File: src/rtl/fetch_unit.sv
`default_nettype none
// ============================================================================
// Module      : fetch_unit
// Description : Instruction-fetch stage. Owns the PC, drives the instruction
//               memory port, buffers fetched words in a small circular FIFO
//               and hands them to decode over a valid/ready handshake.
//               Handles decode stalls, taken-branch redirects and HALT.
// Revision    : 1.0 - initial release
// ============================================================================
module fetch_unit #(
  parameter int                    ADDR_WIDTH  = 16,
  parameter int                    DEPTH       = 2,
  parameter logic [ADDR_WIDTH-1:0] RESET_PC    = '0,
  parameter logic [4:0]            HALT_OPCODE = 5'b00000
) (
  input  logic                  clk,
  input  logic                  rst,
  // instruction memory port
  output logic [ADDR_WIDTH-1:0] imem_addr,
  output logic                  imem_en,
  output logic                  imem_wr,
  output logic [15:0]           imem_din,
  input  logic [15:0]           imem_dout,
  // redirect from execute
  input  logic                  redirect,
  input  logic [ADDR_WIDTH-1:0] redirect_pc,
  // decode handshake
  output logic                  id_valid,
  input  logic                  id_ready,
  output logic [15:0]           id_instr,
  output logic [ADDR_WIDTH-1:0] id_pc,
  output logic [ADDR_WIDTH-1:0] id_pc_plus2,
  output logic                  halted
);

  localparam int PTR_W = (DEPTH > 1) ? $clog2(DEPTH) : 1;
  localparam int CNT_W = $clog2(DEPTH + 1);

  localparam logic [CNT_W-1:0]      FULL_COUNT = CNT_W'(DEPTH);
  localparam logic [ADDR_WIDTH-1:0] PC_STEP    = ADDR_WIDTH'(2);
  // Instructions are halfword aligned: bit 0 of any address is forced low.
  localparam logic [ADDR_WIDTH-1:0] ALIGN_MASK = ~(ADDR_WIDTH'(1));

  typedef enum logic [1:0] {
    S_IDLE   = 2'd0,
    S_FETCH  = 2'd1,
    S_HALTED = 2'd2
  } state_t;

  state_t                 state;
  logic [ADDR_WIDTH-1:0]  pc;

  logic [PTR_W-1:0]       rd_ptr;
  logic [PTR_W-1:0]       wr_ptr;
  logic [CNT_W-1:0]       count;

  logic [15:0]            fifo_instr    [DEPTH];
  logic [ADDR_WIDTH-1:0]  fifo_pc       [DEPTH];
  logic [ADDR_WIDTH-1:0]  fifo_pc_plus2 [DEPTH];

  logic                   redirect_act;
  logic                   pop_req;
  logic                   space;
  logic                   fetch;
  logic                   pop;
  logic                   is_halt;
  logic [ADDR_WIDTH-1:0]  pc_seq;

  // A redirect is meaningless before the first fetch cycle, so IDLE ignores it.
  assign redirect_act = redirect & (state != S_IDLE);

  assign id_valid = (count != '0);
  assign pop_req  = id_valid & id_ready;

  // A slot frees up this cycle if decode takes the head, so a full FIFO can
  // still accept a new word in the same cycle.
  assign space = (count < FULL_COUNT) | pop_req;

  // Redirect suppresses both ends of the FIFO: the contents are wrong-path.
  assign fetch   = (state == S_FETCH) & space & ~redirect_act;
  assign pop     = pop_req & ~redirect_act;

  assign pc_seq  = pc + PC_STEP;
  assign is_halt = (imem_dout[15:11] == HALT_OPCODE);

  assign imem_en   = fetch;
  assign imem_addr = pc;
  assign imem_wr   = 1'b0;
  assign imem_din  = 16'h0000;

  // Head outputs are forced to zero while the FIFO is empty so decode never
  // sees stale data from a previously popped or flushed slot.
  assign id_instr    = id_valid ? fifo_instr[rd_ptr]    : 16'h0000;
  assign id_pc       = id_valid ? fifo_pc[rd_ptr]       : '0;
  assign id_pc_plus2 = id_valid ? fifo_pc_plus2[rd_ptr] : '0;

  // Control FSM: owns state, PC and the registered halted flag.
  always_ff @(posedge clk or negedge rst) begin
    if (!rst) begin
      state  <= S_IDLE;
      pc     <= RESET_PC;
      halted <= 1'b0;
    end else if (redirect_act) begin
      // A pending HALT may itself be wrong-path, so redirect leaves HALTED too.
      state  <= S_FETCH;
      pc     <= redirect_pc & ALIGN_MASK;
      halted <= 1'b0;
    end else begin
      case (state)
        S_IDLE: begin
          // One dead cycle after reset gives the memory time to load.
          state <= S_FETCH;
        end
        S_FETCH: begin
          if (fetch) begin
            pc <= pc_seq;
            if (is_halt) begin
              state  <= S_HALTED;
              halted <= 1'b1;
            end
          end
        end
        S_HALTED: begin
          // Fetch stopped; the FIFO keeps draining to decode.
          state <= S_HALTED;
        end
        default: begin
          state  <= S_IDLE;
          halted <= 1'b0;
        end
      endcase
    end
  end

  // FIFO pointers and occupancy; a redirect empties the FIFO in one cycle.
  always_ff @(posedge clk or negedge rst) begin
    if (!rst) begin
      rd_ptr <= '0;
      wr_ptr <= '0;
      count  <= '0;
    end else if (redirect_act) begin
      rd_ptr <= '0;
      wr_ptr <= '0;
      count  <= '0;
    end else begin
      if (fetch) begin
        wr_ptr <= wr_ptr + PTR_W'(1);
      end
      if (pop) begin
        rd_ptr <= rd_ptr + PTR_W'(1);
      end
      case ({fetch, pop})
        2'b10:   count <= count + CNT_W'(1);
        2'b01:   count <= count - CNT_W'(1);
        default: count <= count;
      endcase
    end
  end

  // FIFO storage: captures the combinational memory word alongside its address.
  always_ff @(posedge clk) begin
    if (fetch) begin
      fifo_instr[wr_ptr]    <= imem_dout;
      fifo_pc[wr_ptr]       <= pc;
      fifo_pc_plus2[wr_ptr] <= pc_seq;
    end
  end

endmodule
`default_nettype wire

File: config.mk
export PLATFORM = sky130hd
export DESIGN_NAME = fetch_unit
export DESIGN_NICKNAME = d
export VERILOG_FILES = /design/src/rtl/fetch_unit.sv
export SDC_FILE = /design/constraint.sdc
export NUM_CORES = 1
export LEC_CHECK = 0
export BUFFER_PORTS_ARGS = -buffer_cell sky130_fd_sc_hd__buf_2
export CORE_ASPECT_RATIO = 1.4
export CORE_UTILIZATION = 48
export DETAILED_ROUTE_END_ITERATION = 8
export MAX_ROUTING_LAYER = met4
export PLACE_DENSITY = 0.85
export RECOVER_POWER = 25
export SLEW_MARGIN = 40
export SYNTH_ARGS = -nofsm -noshare
export SYNTH_HDL_FRONTEND = slang
export SYNTH_SLANG_ARGS = --single-unit
File: constraint.sdc
create_clock -name clk -period 4.6 [get_ports clk]
set_input_delay 0.69 -clock clk [delete_from_list [all_inputs] [get_ports clk]]
set_output_delay 0.69 -clock clk [all_outputs]
set_load 0.05 [all_outputs]
==> results of run 1 <==
[layout make-up]
type	instances	area share [%]
Inverter	5	0.305
Multi-Input combinational cell	246	25.6
Sequential cell	114	53.9
Clock inverter	15	2.01
Timing Repair Buffer	102	8.51
Clock buffer	17	6.92
Tap cell	135	2.75
[worst max-delay path by stage]
stage / depth (start not counted) / slack, ns / start / to
floorplan: 5 / 1.12 / id_ready / fifo_instr[1][0]
global placement: 5 / 1.69 / id_ready / fifo_pc[1][11]
detailed placement: 5 / 1.93 / id_ready / fifo_pc[1][11]
CTS: 4 / 1.52 / rd_ptr / id_pc_plus2[4]
global route: 5 / 1.39 / state[1] / imem_en
finish: 4 / 1.57 / rd_ptr / id_pc_plus2[4]
[worst reg2reg max path: cells and delay by family, from the launching register on]
family | cells | cell delay (ns)
DFF | 1 | 0.39
buffers and inverters | 1 | 0.08
and+or+nand+nor | 3 | 1.28
adders and majority gates | 1 | 0.47
[placed cells by master (no fill, tap or decap), types with 6 or more instances in the layout]
| cell | n |
|---|---|
| o21ai_0 | 17 |
| dfrtp_1 | 21 |
| clkbuf_1 | 14 |
| nor2_1 | 62 |
| mux2i_1 | 48 |
| clkinv_2 | 6 |
| clkbuf_16 | 17 |
| nand4_1 | 6 |
| buf_2 | 84 |
| xor2_1 | 13 |
| edfxtp_1 | 92 |
| nand2_1 | 19 |
| conb_1 | 20 |
| xnor2_1 | 11 |
[metrics by stage]
step / area [um^2] / setup WS [ns] / util [%]
3_5_place_dp: 5620 / 1.93 / 55.8
5_1_grt: 6150 / 1.39 / 61.1
6_report: 6150 / 1.57 / 61.1
3_3_place_gp: 5590 / 1.69 / 55.5
2_1_floorplan: 5110 / 1.12 / -
4_1_cts: 6170 / 1.52 / 61.3
[metal layers]
| metal | vias up | share of wire [%] | GRT usage (%) |
|---|---|---|---|
| met5 | - | 0 | - |
| met4 | 0 | 1.9 | 8.87 |
| met3 | 14 | 4.5 | 5.01 |
| met2 | 114 | 53 | 34.8 |
| met1 | 1591 | 41 | 24.0 |
| li1 | 1545 | - | - |
[cells by family after synthesis]
group | share of synthesized area [%]
simple gates | 11.1
flops | 65.8
mux | 9.54
buf+inv | 4.92
compound gates | 3.43
xor+xnor | 4.17
fa+ha+maj | 0.994
other cells | 0.0745
[sequential cells by signal, summed over array words and instances (netlist names)]
signal and cells:
wr_ptr 1, fifo_instr 32, fifo_pc_plus2 30, count 2
rd_ptr 1, halted 1, imem_addr 15, fifo_pc 30
state 2
[synth_stat cells (3+ instances only)]
cell,count,share of area (%)
nor2_1,63,4.7
nand4_1,6,0.75
or3_1,5,0.62
a31oi_1,5,0.62
buf_2,3,0.30
buf_1,8,0.60
xor2_1,13,2.3
or4_1,3,0.45
clkbuf_1,7,0.52
edfxtp_1,92,55
o21ai_0,17,1.7
xnor2_1,11,1.9
nor3b_1,3,0.45
nand2_1,19,1.4
nand3_1,5,0.50
nor2b_1,4,0.50
mux2i_1,48,9.5
buf_4,21,3.1
dfrtp_1,22,11
inv_1,5,0.37
nand2b_1,3,0.37
ha_1,4,0.99
==> flow_summary.yaml, run 1 <==
outcome:
  status: "complete, no violations"
route:
  drtIter0Drc: 202
  wl_per_cell_um: 16.1
  num_vias: 3264
  ant_nets: 0
  dr.pass1.iters: 5
  viasPerCell: 5.15
  drcViolationCount: 0
  routed_wl_mm: 10.2
floorplan:
  rows: 43
  dieArea_um2: 10900
  core_region_area_um2: 10100
  die_h_um: 123
  start_util_pct: 50.0
  fp.dieW_um: 88.6
  pin_count: 120
synth:
  synth_ff_type: "edfxtp_1"
  synth_edf_count: 92
  ys_seq_elements: 114
  yosysUniqueCellTypes: 35
  synthArstFlopShare_pct: 19.3
  syn_inst: 385
  syn_area_um2: 5030
  ys_seq_area_share_pct: 65.8
  avgSynthCellArea_um2: 13.1
  ys_warn_count: 0
cts:
  clk_latency_ns: 0.40
  htreeDepth: 4
  clock_sinks: 114
  holdBufCountCts: 0
  cts_tree: "done"
  clkTransAtPathRegs_ns: 0.05
  post_cts_resized: 0
  cts.path.max_buffers: 2
  numCtsBuffers: 17
  post-cts-setup-buffers: 0
  clockRootBuffer: "clkbuf_16"
timing:
  whs_ns: 0.482
  hold_viol_final: 0
  slew_viol_final: 0
  worst_pin_slew_ns: 1.23
  fmaxAchievable_mhz: 330
  post-route-min-period_ns: 3.03
  setup_viol: 0
  post-route-period-util_pct: 65.8
  rsz0062_at_grt: "no"
  slew_headroom_pct: 18.1
  clock-skew-final_ns: 0.00569
  fin_setup_tns_ns: 0
worst_setup_path:
  r2r.worst_path.cells: 5
  crit_family: "flip-flops"
  path_cells: "buf_4 -> mux2i_1 -> nor2_1 -> buf_2"
  cp-start-kind: "flip-flop"
  arrival_ns: 2.34
  endpoint_kind: "output port"
  crit_buf_inv: 2
  crit_type: "reg2out"
  cpPeakStageDelay_ns: 0.84
  r2r_end: "fifo_pc_plus2[1][7]"
  cp_slowest_cell: "dfrtp_2"
  reg2reg_from: "state[1]"
  ff2ff_setup_slack_ns: 1.97
  required_ns: 3.91
  cp_max_fo: 25
global_routing:
  grt_max_degree: 47
  grt_overflow: 0
  antenna_found_initial: 0
  grt_pass1_vias: 3211
  track_usage_pct: 20.9
  grt_pass1_wl_mm: 16.1
cells_and_area:
  drive_gt1_share_pct: 24.2
  nets: 526
  multiInputGateArea_um2: 1570
  n_antenna_cell: 0
  fillCellCount: 782
  instances_no_fill: 634
  regArea_um2: 3310
  area_growth_pct: 22.1
hold_path:
  hold-path-endpoint: "fifo_instr[1][9]"
  hp-start: "imem_dout[9]"
  hp-class: "in2reg"
  holdPathStages: 1
placed_design:
  dpl.cell_count: 602
  io_buffers: 98
  dpl.hpwl_mm: 6.79
  gp_congestion: 0.766
flow_run:
  cap_viol_max_count: 0
Power of run 1 is not shown: default switching activity piles up to over one toggle a cycle in this logic, so the estimate is an artifact.
==> inputs of run 2 (changes only) <==
- ABC_AREA: default -> 1
- PLACE_DENSITY: 0.85 -> 0.84
- clock period: 4.6 -> 2.55 ns (I/O delays scaled with it)
==> run 2 against run 1 <==
Compared with the run above: setup slack worse by 1.4 ns; register-to-register slack worse by 1.6 ns; sequential share of layout area down 1.4 points; first-iteration DRC count up 13%; via count up 18%.
==> flow_summary.yaml, run 2 <==
route:
  num_vias: 3865
  drcViolationCount: 0
  ant_nets: 0
  dr.pass1.iters: 5
  routed_wl_mm: 11.5
  wl_per_cell_um: 15.4
  drtIter0Drc: 228
  viasPerCell: 5.20
worst_setup_path:
  cp_max_fo: 19
  crit_type: "reg2out"
  arrival_ns: 1.97
  endpoint_kind: "output port"
  required_ns: 2.17
  cp-start-kind: "flip-flop"
global_routing:
  grt_pass1_wl_mm: 17.4
  grt_max_degree: 47
  grt_overflow: 0
  track_usage_pct: 22.5
  grt_pass1_vias: 3663
  antenna_found_initial: 0
floorplan:
  die_h_um: 124
  dieArea_um2: 11100
  rows: 44
  core_region_area_um2: 10300
  pin_count: 120
  fp.dieW_um: 89.2
  start_util_pct: 49.4
cells_and_area:
  drive_gt1_share_pct: 23.5
  regArea_um2: 3310
  largest_register: "fifo_instr"
  area_growth_pct: 23.4
  fillCellCount: 812
  largest_register_ffs: 32
  final_common_cell: "nand2_1"
  reg_top3: "fifo_instr: 32 flops, fifo_pc: 30 flops, fifo_pc_plus2: 30 flops"
  multiInputGateArea_um2: 1520
  nets: 632
  n_antenna_cell: 0
  layout_common_cells: "165 x nand2_1, 92 x edfxtp_1, 87 x buf_2, 48 x a21oi_1, 25 x inv_1"
synth:
  synthArstFlopShare_pct: 19.3
  synth.top_cell.area_share_pct: 54.1
  ys_seq_elements: 114
  yosysMostFrequentCell: "nand2_1"
  syn_area_um2: 5110
  syn_inst: 486
  synth.area.top_cells: "edfxtp_1 54%, nand2_1 12%, dfrtp_1 11%"
  synth_edf_count: 92
  synth_common_cells: "165 x nand2_1, 92 x edfxtp_1, 48 x a21oi_1, 26 x inv_1"
  ys_warn_count: 0
  avgSynthCellArea_um2: 10.5
  ys_seq_area_share_pct: 64.9
  yosysUniqueCellTypes: 32
  synth.largest_area_cell: "edfxtp_1"
  synth_ff_type: "edfxtp_1"
placed_design:
  io_buffers: 98
  gp_congestion: 0.832
  dpl.hpwl_mm: 7.53
cts:
  htreeDepth: 4
  post_cts_resized: 0
  clockRootBuffer: "clkbuf_16"
  cts_tree: "done"
  numCtsBuffers: 17
  clkTransAtPathRegs_ns: 0.05
  clock_sinks: 114
  clk_latency_ns: 0.41
  cts.path.max_buffers: 2
timing:
  clock-skew-final_ns: 0.0100
  post-route-period-util_pct: 92.2
  rsz0062_at_grt: "no"
  fin_setup_tns_ns: 0
  post-route-min-period_ns: 2.35
  fmaxAchievable_mhz: 425
  slew_headroom_pct: 13.5
  hold_viol_final: 0
  worst_pin_slew_ns: 1.30
  setup_viol: 0
  slew_viol_final: 0
outcome:
  status: "complete, no violations"
hold_path:
  hp-class: "in2reg"
flow_run:
  cap_viol_max_count: 0
-- run 2: changes by cell type after synthesis, moves of 5 or more --
cell     change
nand2_1    +146
buf_2       +10
mux2i_1     -48
xnor2_1     -10
nor2_1      -41
nand3_1     +16
a21oi_1     +46
buf_1        -8
nand2_2      +5
or3_1        -5
o21ai_0     -10
inv_1       +21
xor2_1       -8
-- run 2: stage by stage --
stage          instance area, um^2  setup WS (ns)  util [%]  instances  hold slack [ns]
6_report                      6310          0.199      60.9        743            0.162
5_1_grt                       6310          0.108      60.9        743            0.150
4_1_cts                       6320          0.190      61.1        743            0.152
3_5_place_dp                  5720          0.390      55.2        710            0.385
3_3_place_gp                  5720          0.498      55.2        710            0.382
2_1_floorplan                 5190          0.196         -        505           0.0869
-- run 2: final cells by class --
type / instances / share of cell area, %
flip-flops and latches: 114 / 52.5
clock buffers: 20 / 7.24
repair buffers: 106 / 9.35
inverters: 29 / 1.81
well taps: 138 / 2.74
clock inverters: 12 / 2.18
multi-input cells: 324 / 24.1
-- run 2: final timing paths --
| path | endpoint | from | cells past startpoint | slack (ns) |
|---|---|---|---|---|
| worst max register to register | fifo_pc_plus2[1][8] | state[0] | 7 | 0.39 |
| worst min-delay path | fifo_instr[0][6] | imem_dout[6] | 1 | 0.16 |
| max in group asynchronous | imem_addr[14] | rst | 2 | 0.99 |
| worst max-delay path | imem_en | state[0] | 5 | 0.20 |
| min in group asynchronous | halted | rst | 2 | 0.78 |
| worst min register to register | halted | halted | 2 | 0.53 |
-- run 2: timing repair --
item,in CTS,in global routing
setup endpoints to repair,0,0
hold endpoints to repair,22,0
buffers inserted,0,0
hold buffers,1,0
-- run 2: logic make-up after synthesis --
logic type               Yosys count  synth area share, %
buffers and inverters             67                 7.03
flip-flops                       114                 64.9
XOR/XNOR                           6                 1.03
adder cells (fa/ha/maj)            4                0.980
AO/OA/AOI/OAI                     63                 6.39
other                              1               0.0734
AND/OR/NAND/NOR                  231                 19.6
-- run 2: per-layer routing --
| layer | global-route usage (%) | up-vias | share of wire (%) |
|---|---|---|---|
| li1 | - | 1809 | - |
| met1 | 25.2 | 1826 | 38 |
| met2 | 36.5 | 196 | 52 |
| met3 | 5.83 | 34 | 6.8 |
| met4 | 12.4 | 0 | 3.2 |
| met5 | - | - | 0 |
-- run 2: critical path: stages, from the launching register on --
cell and delay, ns:
dfrtp_1 0.39, inv_1 0.10, ha_1 0.30, nor2_8 0.14, nor2_8 0.29, buf_2 0.33
Power of run 2 is left out for the same reason.
